[src/rtl/multicycle_sequencer_pkg.sv]
// Shared opcode and sequencer state types for the multicycle control path.
// Holds the RV32 base opcodes the sequencer recognises and a legality helper.
package multicycle_sequencer_pkg;

    typedef enum logic [6:0] {
        OP_LOAD   = 7'h03,
        OP_ITYPE  = 7'h13,
        OP_STORE  = 7'h23,
        OP_RTYPE  = 7'h33,
        OP_LUI    = 7'h37,
        OP_BRANCH = 7'h63,
        OP_JALR   = 7'h67,
        OP_JAL    = 7'h6F
    } opcode_e;

    typedef enum logic [2:0] {
        ST_FETCH   = 3'd0,
        ST_DECODE  = 3'd1,
        ST_EXECUTE = 3'd2,
        ST_MEM     = 3'd3,
        ST_WB      = 3'd4,
        ST_TRAP    = 3'd5
    } state_e;

    localparam int unsigned INSTRET_W = 32;

    function automatic logic is_legal(input opcode_e op);
        case (op)
            OP_RTYPE, OP_ITYPE, OP_LOAD, OP_STORE,
            OP_BRANCH, OP_JALR, OP_JAL, OP_LUI: return 1'b1;
            default:                            return 1'b0;
        endcase
    endfunction

endpackage

[src/rtl/multicycle_sequencer_instret.sv]
// Retired-instruction counter; built only when MULTICYCLE_SEQUENCER_INSTRET_EN is defined.
// Counts every cycle the sequencer strobes pc_we and wraps naturally at 2^32.
module instret_counter
    import multicycle_sequencer_pkg::*;
(
    input  logic                 clk_i,
    input  logic                 rst_ni,
    input  logic                 en_i,
    output logic [INSTRET_W-1:0] count_o
);

    logic [INSTRET_W-1:0] count_q;

    always_ff @(posedge clk_i or negedge rst_ni) begin
        if (!rst_ni) begin
            count_q <= '0;
        end else if (en_i) begin
            count_q <= count_q + INSTRET_W'(1);
        end
    end

    assign count_o = count_q;

endmodule

[src/rtl/multicycle_sequencer.sv]
// Multicycle control sequencer: FETCH/DECODE/EXECUTE/MEM/WB with a sticky TRAP.
// Optional instret counter enabled by defining MULTICYCLE_SEQUENCER_INSTRET_EN.
module multicycle_sequencer
    import multicycle_sequencer_pkg::*;
(
    input  logic                 clk_i,
    input  logic                 rst_ni,
    input  opcode_e              opcodes_i,
    input  logic                 branch_taken_i,
    output logic                 imem_req_o,
    input  logic                 imem_ack_i,
    output logic                 dmem_req_o,
    output logic                 dmem_we_o,
    input  logic                 dmem_ack_i,
    output logic                 ir_we_o,
    output logic                 pc_we_o,
    output logic                 regwrite_o,
    output logic                 illegal_o,
    output logic [2:0]           state_o,
    output logic [INSTRET_W-1:0] instret_o
);

    state_e state_q, state_d;

    // NOTE: non-blocking assignment for every flop so all state updates see pre-edge values.
    always_ff @(posedge clk_i or negedge rst_ni) begin
        if (!rst_ni) begin
            state_q <= ST_FETCH;
        end else begin
            state_q <= state_d;
        end
    end

    always_comb begin
        // NOTE: default first so every path assigns state_d and no latch is inferred.
        state_d = state_q;
        case (state_q)
            ST_FETCH:   if (imem_ack_i) state_d = ST_DECODE;
            ST_DECODE:  state_d = is_legal(opcodes_i) ? ST_EXECUTE : ST_TRAP;
            ST_EXECUTE: begin
                if (opcodes_i == OP_LOAD || opcodes_i == OP_STORE) begin
                    state_d = ST_MEM;
                end else if (opcodes_i == OP_BRANCH) begin
                    state_d = ST_FETCH;
                end else begin
                    state_d = ST_WB;
                end
            end
            ST_MEM:     if (dmem_ack_i) state_d = (opcodes_i == OP_STORE) ? ST_FETCH : ST_WB;
            ST_WB:      state_d = ST_FETCH;
            ST_TRAP:    state_d = ST_TRAP;
            default:    state_d = ST_FETCH;
        endcase
    end

    // Branch target selection happens in the datapath; the sequencer only needs
    // to know the PC is written, so branch_taken_i does not affect control.
    logic unused_branch_taken;
    assign unused_branch_taken = branch_taken_i;

    always_comb begin
        imem_req_o = 1'b0;
        ir_we_o    = 1'b0;
        dmem_req_o = 1'b0;
        dmem_we_o  = 1'b0;
        pc_we_o    = 1'b0;
        regwrite_o = 1'b0;
        illegal_o  = 1'b0;
        case (state_q)
            ST_FETCH: begin
                imem_req_o = 1'b1;
                ir_we_o    = imem_ack_i;
            end
            ST_EXECUTE: pc_we_o = (opcodes_i == OP_BRANCH);
            ST_MEM: begin
                dmem_req_o = 1'b1;
                dmem_we_o  = (opcodes_i == OP_STORE);
                pc_we_o    = dmem_ack_i && (opcodes_i == OP_STORE);
            end
            ST_WB: begin
                regwrite_o = 1'b1;
                pc_we_o    = 1'b1;
            end
            ST_TRAP:  illegal_o = 1'b1;
            default: ;
        endcase
    end

    assign state_o = state_q;

`ifdef MULTICYCLE_SEQUENCER_INSTRET_EN
    instret_counter u_instret (
        .clk_i   (clk_i),
        .rst_ni  (rst_ni),
        .en_i    (pc_we_o),
        .count_o (instret_o)
    );
`else
    assign instret_o = '0;
`endif

endmodule

[config.mk]
export PLATFORM = sky130hd
export DESIGN_NAME = multicycle_sequencer
export DESIGN_NICKNAME = d
export VERILOG_FILES = /design/src/rtl/multicycle_sequencer_pkg.sv /design/src/rtl/multicycle_sequencer_instret.sv /design/src/rtl/multicycle_sequencer.sv
export SDC_FILE = /design/constraint.sdc
export NUM_CORES = 1
export LEC_CHECK = 0
export CAP_MARGIN = 20
export CORE_MARGIN = 2
export CORE_UTILIZATION = 32
export CTS_BUF_LIST = sky130_fd_sc_hd__clkbuf_2 sky130_fd_sc_hd__clkbuf_4 sky130_fd_sc_hd__clkbuf_8
export CTS_CLUSTER_SIZE = 28
export DETAILED_ROUTE_END_ITERATION = 7
export PLACE_DENSITY = 0.88
export SKIP_CTS_REPAIR_TIMING = 1
export SLEW_MARGIN = 20
export SYNTH_ARGS = -nofsm -noshare
export SYNTH_HDL_FRONTEND = slang
export SYNTH_HIERARCHICAL = 1
export SYNTH_SLANG_ARGS = --single-unit
[constraint.sdc]
create_clock -name clk_i -period 2.5 [get_ports clk_i]
set_clock_uncertainty 0.1 [all_clocks]
set_input_delay 0.625 -clock clk_i [delete_from_list [all_inputs] [get_ports clk_i]]
set_output_delay 0.625 -clock clk_i [all_outputs]
set_load 0.01 [all_outputs]
# ---- After elaboration in Yosys (flattened, before gate mapping)
# Index checks and enable logic that the tools add are counted.
dict set report word_totals {
  regBits 3
  inputBits 12
  output_inout_bits 42
  wordCells 37
}
dict set report op_classes {
  eq_ne 15
  n_mux 16
  reduce_logical 5
}
# operator n
set ops {}
lappend ops {{7-bit by 6-bit == test with 1-bit output, second input constant} 3}
lappend ops {{7-bit == test, second input constant} 3}
lappend ops {{3-bit 2-to-1 mux} 6}
lappend ops {{3-bit case mux with 5 select lines} 1}
lappend ops {{1-bit 2-to-1 mux} 8}
lappend ops {{8-bit OR reduction} 1}
lappend ops {{7-bit by 2-bit == test with 1-bit output, second input constant} 1}
lappend ops {{7-bit by 5-bit == test with 1-bit output, second input constant} 1}
lappend ops {{3-bit by 2-bit == test with 1-bit output, second input constant} 2}
lappend ops {{3-bit == test, second input constant} 2}
lappend ops {{2-bit != test, second input constant} 2}
lappend ops {{3-bit by 1-bit == test with 1-bit output, second input constant} 1}
lappend ops {{3-bit zero test} 1}
lappend ops {{1-bit case mux with 3 select lines} 1}
lappend ops {{2-bit AND reduction} 1}
lappend ops {{1-bit logical AND} 1}
lappend ops {{1-bit logical OR} 1}

# ---- Longest topological paths before layout
dict set report depth {
  ltp_word 6
  ltp_mapped 5
  ltp_nobuf 4
}

# ---- Worst setup path before layout
# No wires, ideal clock.
dict set report synth_path {
  path_type {input port to output port}
  start {input port opcodes_i[3]}
  end {output port dmem_we_o}
  t_arrival_ns 1.546
  required_ns 1.775
  slack_ns 0.229
  cell_stages 4
  path_cell_list {or3_1 -> nor2_1 -> nand3_1 -> nor3b_1}
}
dict set report synth_via {
  elab_chain_cells 2
}
# element line
set synth_rtl {}
lappend synth_rtl {{from (decl)} multicycle_sequencer.sv:8} ;# input opcode_e opcodes_i,
lappend synth_rtl {{7-bit by 6-bit == test with 1-bit output} multicycle_sequencer.sv:77} ;# dmem_we_o = (opcodes_i == OP_STORE);
lappend synth_rtl {{1-bit 2-to-1 mux} multicycle_sequencer.sv:69} ;# case (state_q)
lappend synth_rtl {{to (decl)} multicycle_sequencer.sv:13} ;# output logic dmem_we_o,
# Every way passes these cells.

# ---- Worst setup path in the final report
dict set report layout_path {
  start {input port dmem_ack_i}
  end {output port pc_we_o}
}
dict set report layout_via {
  elab_chain_cells 2
}
# element line
set layout_rtl {}
lappend layout_rtl {{from (decl)} multicycle_sequencer.sv:14} ;# input logic dmem_ack_i,
lappend layout_rtl {{1-bit logical AND} multicycle_sequencer.sv:78} ;# pc_we_o = dmem_ack_i && (opcodes_i == OP_STORE);
lappend layout_rtl {{1-bit case mux with 3 select lines} multicycle_sequencer.sv:69}
lappend layout_rtl {{to (decl)} multicycle_sequencer.sv:16} ;# output logic pc_we_o,
# Every way passes these cells.

==> results.txt <==
DP Cell Count - 111
H-tree depth - 1
Yosys reg bits - 3
Register area share after synthesis - 0.1415
Clk root buf - clkbuf_4
Mapped Area - 530.5 um2
GRT Util Overall - 0.1096
Critical path cell sequence - clkdlybuf4s50_1 > nand2_1 > mux2_2 > o21bai_1 > buf_2
Worst Setup Path Type - in2out
DR iter-0 viols - 4
Hold Crit Class - in2async
Fraction of layout cells with a size suffix above 1 - 0.2424
Vias per cell - 4.035
Leakage - 0.4034 nW
CTS tree - done
First-pass GRT wire length - 1566 um
Initial DRT Pass Iterations - 2
Pwr dens - 612.7 nW/um2
Die footprint - 1999 um2
Placed cell area - 690.7 um2
Remaining Overflow, GRT - 0
CP arrival - 1.68 ns
Hold slack - 0.4717 ns
CP max stage cell - clkdlybuf4s50_1
Largest net degree at the start of global routing - 14
Clk slew on worst S/H paths - 0.04 ns
Min Tclk post-route - 2.404 ns
Num CTS Buffers - 3
WP data required - 1.77 ns
Die H - 44.72 um
Design area - 753.2 um2
Pins Over Slew Limit - 0
Post-synth EDFFs - 0
DR DRC count - 0
Finished Layout Cells - 115
Status - completed
Max frequency - 416.0 MHz
Final hold violation count - 0
Worst-skew pair later-pin latency - 0.23 ns
Tcrit/Tclk final - 0.9615
Cells after Synth - 68
Crit path max fanout - 2
Via Count - 464
Final worst setup slack - 0.09631 ns
Mean Syn Cell Area - 7.802 um2
Antenna diode count - 0
Synth warn - 6
CTS Buffer Depth - 2
Setup WS pre-CTS - -0.6510 ns
Final ANT Viol Nets - 0
Max cap viols - 0
HPWL Detailed - 910.9 um
Area grow syn2layout - 41.98%
Port-buffer cells - 20
Final Power - 461.5 uW
Number of global-route vias before repair - 391
Synth Flop Type - dfrtp_1
Unrepaired setup endpoints after global routing - false
Cell variety after synth - 27
Initial core utilization - 0.3481
Number of antenna violations at the first check in global routing - 0
Width of the chip - 44.72 um
Core area - 1524 um2
Nature of the critical path endpoint - output port
Clock Sinks - 3
CP max stage delay - 0.47 ns
Endpoints failing setup - 0
GPL Wtd Cong - 0.7277
Max IR drop VDD - 279.6 uV
Asr flop ratio synth - 1.000
Routed length per instance - 9.496 um
I/O Pins - 54
# rows - 14
Largest register FFs - 3
Total Nets Final - 112
Routed WL - 1092 um
Setup crit start kind - primary input
-- placed cells by master (no fill, tap or decap), drive strengths merged --
| cell type | instances |
|---|---|
| and2 | 2 |
| o21bai | 1 |
| dfrtp | 3 |
| nand3 | 1 |
| nand2 | 4 |
| buf | 11 |
| nand4b | 1 |
| nor3 | 1 |
| a21oi | 1 |
| dlymetal6s2s | 5 |
| inv | 1 |
| clkbuf | 4 |
| mux2 | 1 |
| clkdlybuf4s50 | 13 |
| or3 | 1 |
| and3 | 1 |
| o21ai | 2 |
| or2 | 1 |
| nor2 | 2 |
| a211o | 1 |
| nand4bb | 1 |
| o311ai | 1 |
| a21boi | 1 |
| o31ai | 1 |
| nand2b | 2 |
| a32o | 1 |
| nor3b | 2 |
| a311oi | 1 |
| conb | 32 |
-- through the flow --
stage	setup TNS (ns)	utilization
floorplan	0	-
global placement	-1.194	0.4532
detailed placement	-1.235	0.4532
CTS	-1.251	0.4729
global route	0	0.4943
finish	0	0.4943
-- kinds of logic after synthesis --
family / synth area share
and+or+nand+nor: 0.2099
AOI/OAI and AO/OA: 0.1533
muxes: 0.02122
other: 0.007069
buffers and inverters: 0.4670
DFF: 0.1415
-- cell usage after synthesis (2+ instances only) --
| library cell | n | area share |
|---|---|---|
| buf_4 | 32 | 0.45 |
| nand2_1 | 4 | 0.028 |
| dfrtp_1 | 3 | 0.14 |
| and2_1 | 2 | 0.024 |
| nand2b_1 | 2 | 0.024 |
| nor2_1 | 2 | 0.014 |
| nor3b_1 | 2 | 0.028 |
| o21ai_0 | 2 | 0.019 |
-- final cells by class --
type                       count  area [um2]
inverter                       1       3.754
fill                         153       770.7
sequential                     3       75.07
clock buffer                   4       30.03
timing repair buffer          29       270.3
multi-input combinational     62       354.1
tap                           16       20.02
-- per-layer routing --
metal	part of all wire	global-route usage
met5	0	0
met4	0	0.09091
met3	0.11	0.02000
met2	0.55	0.1913
met1	0.34	0.1125
-- where the power goes --
group          internal (mW)  total [mW]  switching, mW
combinational          0.150       0.270          0.120
sequential            0.0650      0.0946         0.0296
clock                 0.0707      0.0968         0.0261
-- critical path: cells and delay by family --
family | cells | cell delay [ns]
compound gates | 1 | 0.11
buf+inv | 2 | 0.61
mux | 1 | 0.27
simple gates | 1 | 0.05
-- final timing paths --
check,from,end,slack [ns],cells past startpoint
setup / recovery,dmem_ack_i,pc_we_o,0.1,5
max in group asynchronous,rst_ni,state_o[0]$_DFFE_PN0P_,1.69,1
hold / removal,rst_ni,state_o[1]$_DFFE_PN0P_,0.47,1
hold reg to reg,state_o[2]$_DFFE_PN0P_,state_o[2]$_DFFE_PN0P_,0.55,3
setup reg to reg,state_o[0]$_DFFE_PN0P_,state_o[2]$_DFFE_PN0P_,0.96,4
min in group clk_i,state_o[2]$_DFFE_PN0P_,state_o[2]$_DFFE_PN0P_,0.55,3
Note: power is estimated with default switching activity, not from simulation.
